### src/rtl/vga_frame_monitor.sv
// vga_frame_monitor: recovers pixel coordinates from sampled VGA sync/rgb, locks to the
// nominal timing, flags sync-period errors and produces a per-frame pixel checksum.
module vga_frame_monitor #(
    parameter int H_DISPLAY = 640,
    parameter int H_FRONT   = 16,
    parameter int H_RETRACE = 96,
    parameter int H_BACK    = 48,
    parameter int V_DISPLAY = 480,
    parameter int V_FRONT   = 10,
    parameter int V_RETRACE = 2,
    parameter int V_BACK    = 33,
    parameter int SYNC_POL  = 0
) (
    input  logic        clk,
    input  logic        reset,
    input  logic        pix_en,
    input  logic        hsync,
    input  logic        vsync,
    input  logic [11:0] rgb,
    output logic        locked,
    output logic        pix_valid,
    output logic [9:0]  x,
    output logic [9:0]  y,
    output logic [11:0] pix_rgb,
    output logic        frame_done,
    output logic [15:0] frame_sum,
    output logic [15:0] frame_cnt,
    output logic [9:0]  h_period,
    output logic [9:0]  v_period,
    output logic        sync_err,
    output logic [7:0]  err_count
);
    localparam logic        POL = 1'(SYNC_POL);
    localparam logic [10:0] HT  = 11'(H_DISPLAY + H_FRONT + H_RETRACE + H_BACK);
    localparam logic [9:0]  VT  = 10'(V_DISPLAY + V_FRONT + V_RETRACE + V_BACK);
    localparam logic [9:0]  HS  = 10'(H_RETRACE + H_BACK);
    localparam logic [9:0]  HE  = 10'(H_RETRACE + H_BACK + H_DISPLAY);
    localparam logic [9:0]  VS  = 10'(V_RETRACE + V_BACK);
    localparam logic [9:0]  VE  = 10'(V_RETRACE + V_BACK + V_DISPLAY);

    typedef enum logic [1:0] {SEARCH, MEASURE, LOCKED} state_t;

    state_t      state, state_nxt;
    logic        prev_hs, prev_vs, h_ok;
    logic [9:0]  h_cnt, v_line, h_nxt, v_nxt;
    logic [15:0] acc;
    logic        hs_edge, vs_edge, h_good, v_good, meas_ok, err, active;

    assign hs_edge = (hsync == POL) && (prev_hs != POL);
    assign vs_edge = (vsync == POL) && (prev_vs != POL);
    assign h_good  = ({1'b0, h_cnt} + 11'd1) == HT;
    assign v_good  = v_line == VT;
    assign meas_ok = v_good && h_ok && (!hs_edge || h_good);
    assign err     = (state == LOCKED) && ((hs_edge && !h_good) || (vs_edge && !v_good));
    // Coordinates belong to the counter values this sample produces, so the
    // hs_edge sample itself is column 0 of the horizontal count.
    assign h_nxt   = hs_edge ? 10'd0 : (&h_cnt ? h_cnt : h_cnt + 10'd1);
    assign v_nxt   = vs_edge ? 10'd0 : (hs_edge && !(&v_line) ? v_line + 10'd1 : v_line);
    assign active  = (h_nxt >= HS) && (h_nxt < HE) && (v_nxt >= VS) && (v_nxt < VE);
    assign locked  = state == LOCKED;

    always_ff @(posedge clk or negedge reset) begin
        if (!reset) state <= SEARCH;
        else        state <= state_nxt;
    end

    always_comb begin
        state_nxt = state;
        if (pix_en)
            case (state)
                SEARCH:  state_nxt = vs_edge ? MEASURE : SEARCH;
                MEASURE: state_nxt = (vs_edge && meas_ok) ? LOCKED : MEASURE;
                default: state_nxt = err ? MEASURE : LOCKED;
            endcase
    end

    always_ff @(posedge clk or negedge reset) begin
        if (!reset) begin
            prev_hs    <= ~POL;
            prev_vs    <= ~POL;
            h_ok       <= 1'b0;
            h_cnt      <= '0;
            v_line     <= '0;
            acc        <= '0;
            pix_valid  <= 1'b0;
            x          <= '0;
            y          <= '0;
            pix_rgb    <= '0;
            frame_done <= 1'b0;
            frame_sum  <= '0;
            frame_cnt  <= '0;
            h_period   <= '0;
            v_period   <= '0;
            sync_err   <= 1'b0;
            err_count  <= '0;
        end else begin
            pix_valid  <= 1'b0;
            frame_done <= 1'b0;
            sync_err   <= 1'b0;
            if (pix_en) begin
                prev_hs <= hsync;
                prev_vs <= vsync;
                h_cnt   <= h_nxt;
                v_line  <= v_nxt;
                if (hs_edge) h_period <= &h_cnt ? h_cnt : h_cnt + 10'd1;
                if (vs_edge) v_period <= v_line;
                // A frame cut short by an error never qualifies for lock.
                if (err) h_ok <= 1'b0;
                else if (vs_edge) h_ok <= 1'b1;
                else if (hs_edge && !h_good) h_ok <= 1'b0;
                if (locked && active) begin
                    pix_valid <= 1'b1;
                    x         <= h_nxt - HS;
                    y         <= v_nxt - VS;
                    pix_rgb   <= rgb;
                end
                if (!locked || err) acc <= '0;
                else if (vs_edge) begin
                    frame_sum  <= acc;
                    acc        <= '0;
                    frame_done <= 1'b1;
                    frame_cnt  <= frame_cnt + 16'd1;
                end else if (active) acc <= acc + {4'd0, rgb};
                if (err) begin
                    sync_err  <= 1'b1;
                    err_count <= &err_count ? err_count : err_count + 8'd1;
                end
            end
        end
    end
endmodule

### config.mk
export PLATFORM = sky130hd
export DESIGN_NAME = vga_frame_monitor
export DESIGN_NICKNAME = d
export VERILOG_FILES = /design/src/rtl/vga_frame_monitor.sv
export SDC_FILE = /design/constraint.sdc
export NUM_CORES = 1
export LEC_CHECK = 0
export CORE_MARGIN = 2
export CORE_UTILIZATION = 54
export CTS_CLUSTER_SIZE = 10
export DETAILED_ROUTE_END_ITERATION = 12
export HOLD_SLACK_MARGIN = 0.06
export PLACE_DENSITY = 0.83
export SYNTH_ARGS = -nofsm -noshare
export SYNTH_HDL_FRONTEND = slang
export SYNTH_SLANG_ARGS = --single-unit
### constraint.sdc
create_clock -name clk -period 3.9 [get_ports clk]
set_input_delay 0.78 -clock clk [delete_from_list [all_inputs] [get_ports clk]]
set_output_delay 0.78 -clock clk [all_outputs]
set_load 0.02 [all_outputs]
# Word level (Yosys, flattened, before mapping)

Index checks and enable logic that the tools add are counted.

Register bits: 136
Bits of input ports: 17
Output and inout bits: 96
Logic and storage cells: 93

Add/subtract/negate cells: 8
$lt $le $gt $ge: 4
Equal/unequal tests: 4
Mux-type cells: 21
Bitwise gates (word level): 4
Reduce and logical (&&, ||, !) cells: 34

Operators with widths:

| operator                                                                              | count |
|---|---|
| 16-bit two-way mux                                                                    | 3 |
| 10-bit two-way mux                                                                    | 4 |
| 10-bit by 1-bit adder with 10-bit output (second input constant)                      | 2 |
| 10-bit less-than comparator (second input constant)                                   | 2 |
| 10-bit AND reduction                                                                  | 2 |
| 16-bit by 1-bit adder with 16-bit output (second input constant)                      | 1 |
| 16-bit by 12-bit adder with 16-bit output                                             | 1 |
| 1-bit logical AND                                                                     | 13 |
| 10-bit by 1-bit adder with 11-bit output (second input constant)                      | 1 |
| 11-bit by 10-bit == test with 1-bit output (second input constant)                    | 1 |
| 1-bit two-way mux                                                                     | 11 |
| 10-bit == test (second input constant)                                                | 1 |
| 10-bit by 6-bit greater-or-equal comparator with 1-bit output (second input constant) | 1 |
| 10-bit by 8-bit greater-or-equal comparator with 1-bit output (second input constant) | 1 |
| 2-bit AND reduction                                                                   | 5 |
| 10-bit by 6-bit subtractor with 10-bit output (second input constant)                 | 1 |
| 10-bit by 8-bit subtractor with 10-bit output (second input constant)                 | 1 |
| 8-bit by 1-bit adder with 8-bit output (second input constant)                        | 1 |
| 8-bit AND reduction                                                                   | 1 |
| 3-bit AND reduction                                                                   | 2 |
| 3-bit nonzero test                                                                    | 2 |
| 1-bit zero test                                                                       | 5 |
| 2-bit two-way mux                                                                     | 2 |
| 1-bit NOT                                                                             | 4 |
| other kinds (5)                                                                       | 7 |

# Logic depth before layout (Yosys ltp)

Word-level depth: 11
Depth in mapped cells: 17
Depth with buffers taken out: 15

# Least setup slack after synthesis

OpenSTA, ideal clock, no wires.

Path kind: in2reg
From: input hsync
To: register pix_rgb[0]
Setup time: 0.125 ns
Data arrival time: 3.202 ns
Data required time: 3.775 ns
Slack: 0.574 ns
Stages: 10
Buffers on the path: 1
Cell sequence: nand2b_1 -> a31oi_2 -> mux2i_1 -> and2_1 -> ha_1 -> nor3_1 -> nand4_1 -> a211oi_4 -> buf_6 -> mux2_2

Word-level cells in the longest chain between the ends: 10
Elaborated cells on any way between the ends: 15
Those cells by class: order compare (4); mux (3); bitwise (1); reduce/logical (7)

RTL lines:

| item                                                          | RTL line | source |
|---|---|---|
| start: declaration                                            | 17       | `input logic hsync,` |
| 1-bit NOT (*)                                                 | 49       | `assign hs_edge = (hsync == POL) && (prev_hs != POL);` |
| 1-bit logical AND (*)                                         | 49       |  |
| 1-bit logical AND (*)                                         | 58       | `assign v_nxt = vs_edge ? 10'd0 : (hs_edge && !(&v_line) ? v_line + 10'd1 : v_line);` |
| 10-bit two-way mux (*) (2 in a row)                           | 58       |  |
| net v_nxt[1]                                                  | 45       | `logic [9:0] h_cnt, v_line, h_nxt, v_nxt;` |
| 10-bit by 6-bit greater-or-equal comparator with 1-bit output | 59       | `assign active = (h_nxt >= HS) && (h_nxt < HE) && (v_nxt >= VS) && (v_nxt < VE);` |
| 1-bit logical AND                                             | 59       |  |
| 1-bit logical AND (*)                                         | 59       |  |
| 1-bit logical AND (*)                                         | 111      | `if (locked && active) begin` |
| 2-bit AND reduction (no source line) (*)                      | --       |  |
| end signal: assignment                                        | 115      | `pix_rgb <= rgb;` |
| end: declaration                                              | 24       | `output logic [11:0] pix_rgb,` |

Mark *: on every way through the listed nets, which the timed path passes. The rest lies on a longest branch.
A chain may end at the register's enable or synchronous reset.

# Worst setup path after layout

From: register v_line[0]
To: register pix_rgb[1]

Word-level cells in the longest chain between the ends: 10
Elaborated cells on any way between the ends: 12
Those cells by class: add/sub (1); order compare (2); mux (2); reduce/logical (7)

RTL lines:

| item                                                                                             | RTL line | source |
|---|---|---|
| start: declaration                                                                               | 45       |  |
| start signal: assignment                                                                         | 104      | `v_line <= v_nxt;` |
| parallel branches: the longest is 3 deep, another holds 10-bit by 1-bit adder with 10-bit output | --       |  |
| 10-bit two-way mux (*) (2 in a row)                                                              | 58       |  |
| net v_nxt[1]                                                                                     | 45       |  |
| 10-bit by 6-bit greater-or-equal comparator with 1-bit output                                    | 59       |  |
| 1-bit logical AND                                                                                | 59       |  |
| 1-bit logical AND (*)                                                                            | 59       |  |
| 1-bit logical AND (*)                                                                            | 111      |  |
| 2-bit AND reduction (no source line) (*)                                                         | --       |  |

Mark *: on every way through the listed nets, which the timed path passes.

==> flow_summary.json <==
{
  "status": "complete, no violations",
  "cp.arrival_ps": 3900,
  "grtUsageTotal_pct": 25.9,
  "cp-start-kind": "flip-flop",
  "final.period_utilization_pct": 92.2,
  "stdcell_area_um2": 9250,
  "dr.first_iter.drc_count": 442,
  "ant_nets": 0,
  "hold_class": "in2async",
  "cts_made_buffers": 17,
  "cts.sinks": 136,
  "switchingPower_mw": 1.01,
  "h-tree-depth": 4,
  "cp_data_required_time_ps": 4210,
  "slew_viol_final": 0,
  "ys_types": 78,
  "grt_setup_unrepaired": "no",
  "grt_util_met3_pct": 5.99,
  "overflow": 0,
  "antenna_found_initial": 0,
  "clkPwrFrac_pct": 44.3,
  "route.detailed.drc": 0,
  "reg2reg_slack_ps": 300,
  "seqCellArea_um2": 3410,
  "use_met1_pct": 33.2,
  "timing.fmax_mhz": 278,
  "final-instance-count-excl-fill": 977,
  "clock_latency_ps": 420,
  "synthesis.area_um2": 7240,
  "power.leakage_nw": 4.20,
  "ys_ff_latch": 136,
  "vias": 5700,
  "mostFrequentLayoutCell": "dfrtp_1",
  "async_flop_share_pct": 100,
  "busiest_layer": "met2",
  "total_power_mw": 3.73,
  "synth_xor_area_share_pct": 5.81,
  "pwr-share-comb_pct": 14.0,
  "post_synth_fa_ha_maj_area_fraction_pct": 3.73,
  "die_h_um": 120,
  "irDropWorstVdd_mv": 0.272,
  "cap_violations": 0,
  "cts_tree": "done",
  "grt_pass1_vias": 5634,
  "setup.worst_path.end_class": "flip-flop",
  "grt_max_degree": 107,
  "grt_pass1_wl_um": 29200,
  "avgRoutedWirePerCell_um": 18.0,
  "start_util_pct": 54.9,
  "die_area_um2": 14400,
  "powerDensity_nw_per_um2": 404,
  "yosysSeqAreaShare_pct": 47.0,
  "io_pins": 113,
  "hold_viol": 0,
  "p_int_mw": 2.72,
  "synth_compound_area_share_pct": 13.4,
  "place.gp.congestion": 0.956,
  "syn_to_final_growth_pct": 27.7,
  "synth_area_per_cell_um2": 11.1,
  "synth_ff_type": "dfrtp_1",
  "utilization_pct": 70.1,
  "synth_edf_count": 0,
  "whs_ps": 469,
  "drive_above_1_share_pct": 21.0,
  "synth_cells": 655,
  "die_w_um": 120,
  "clock-root-buffer": "clkbuf_16",
  "portBuffers": 112,
  "grtUsageMet2_pct": 43.1,
  "clock_path_buffers": 2,
  "setup_viol": 0,
  "path_clk_slew_ps": 60,
  "layout_common_cells": "dfrtp_1, clkdlybuf4s50_1, mux2_2",
  "worstMarginPinSlew_ps": 965,
  "wirelength_um": 17600,
  "slew_headroom_pct": 35.7,
  "drtPass1Iterations": 5,
  "multi_input_area_um2": 3550,
  "path_max_fanout": 37,
  "core_um2": 13200,
  "cts.repair.resized": 0,
  "synth_nets": 693,
  "rows": 42,
  "fin_crit_ps": 3600,
  "cts_hold_buffers": 0,
  "nFillCells": 953,
  "path_class": "reg2reg",
  "placed_cells": 945,
  "via_per_inst": 5.83,
  "seqPwrFrac_pct": 41.8,
  "muxShareOfSynthArea_pct": 10.5,
  "nets": 826,
  "synth_warnings": 0,
  "switching_share_pct": 27.1,
  "synth_top_family_by_area": "simple AND/OR/NAND/NOR gates",
  "synth-simple-area-share_pct": 15.7,
  "place_area_um2": 8640,
  "cts_setup_buffers": 0,
  "num_antenna_cells": 0,
  "hpwl_um": 12500,
  "fin_skew_ps": 6.67
}
-- sequential cells by signal (all words and copies together), names as in the netlist --
register,cells
acc,16
frame_cnt,16
frame_sum,16
pix_rgb,12
h_cnt,10
h_period,10
v_line,10
v_period,10
x,10
y,10
err_count,8
state,2
frame_done,1
h_ok,1
pix_valid,1
prev_hs,1
prev_vs,1
sync_err,1
-- cells in the mapped netlist, drive strengths merged, types with 7 or more instances --
cell type / count / area [um^2]
dfrtp: 134 / 3350
mux2: 63 / 709
nand2: 52 / 198
nor2: 45 / 171
o21ai: 32 / 164
a21oi: 30 / 180
xnor2: 29 / 254
nand3: 26 / 130
buf: 21 / 179
ha: 20 / 250
inv: 19 / 71.3
xor2: 19 / 166
nor3: 18 / 95.1
nand4: 15 / 139
o31ai: 13 / 125
a31oi: 12 / 93.8
a211oi: 8 / 87.6
a21o: 8 / 60.1
and3: 8 / 50.1
clkbuf: 8 / 31.3
and2: 7 / 43.8
-- through the flow --
step	setup TNS, ps	worst slack (ps)
finish	0	303
global route	0	71.4
CTS	0	344
detailed placement	-265	-24.0
global placement	0	197
floorplan	0	574
-- worst paths after layout --
check / cells past startpoint / to / start
worst max register to register: 11 / pix_rgb[1] / v_line[0]
worst min register to register: 1 / frame_cnt[15] / frame_cnt[15]
max in group asynchronous: 2 / prev_vs / reset
worst max-delay path: 11 / pix_rgb[1] / v_line[0]
worst min-delay path: 1 / h_cnt[8] / reset
min in group clk: 1 / frame_cnt[15] / frame_cnt[15]
-- power groups by stage --
| stage | clock network, mW | logic, mW | registers [mW] |
|---|---|---|---|
| after CTS | 1.67 | 0.523 | 1.56 |
| after global placement | 0 | 0.512 | 1.58 |
| after global routing | 1.74 | 0.567 | 1.57 |
| after floorplan | 0 | 0.296 | 1.59 |
| after detailed placement | 0 | 0.522 | 1.58 |
| final | 1.65 | 0.521 | 1.56 |
-- cell families (layout without fill, tap and decap cells) --
group / Yosys count / count (layout)
AND/OR/NAND/NOR: 205 / 205
AO/OA/AOI/OAI: 129 / 129
buffers and inverters: 48 / 194
multiplexers: 68 / 68
XOR/XNOR: 48 / 48
adder cells (fa/ha/maj): 21 / 21
flip-flops: 136 / 136
-- critical path, cell delays in order, from the launching register on --
cell,delay [ps]
dfrtp_1,490
ha_1,300
and3_1,250
a31oi_2,300
mux2i_1,110
and2_1,180
ha_1,250
nor3_1,340
nand4_1,260
a211oi_4,360
buf_12,270
mux2_2,370
-- metal layers --
metal  vias up  wire (um)
li1       2638          -
met1      2834       7540
met2       191       8730
met3        37        991
met4         0        378
met5         -          0
-- area by class of cell --
type / instances / share of cell area, %
multi-input combinational: 471 / 38.4
sequential: 136 / 36.8
timing repair buffer: 143 / 15.1
clock buffer: 18 / 4.64
tap: 176 / 2.38
clock inverter: 14 / 1.87
inverter: 19 / 0.771
Power figures use the tool's default switching activity.
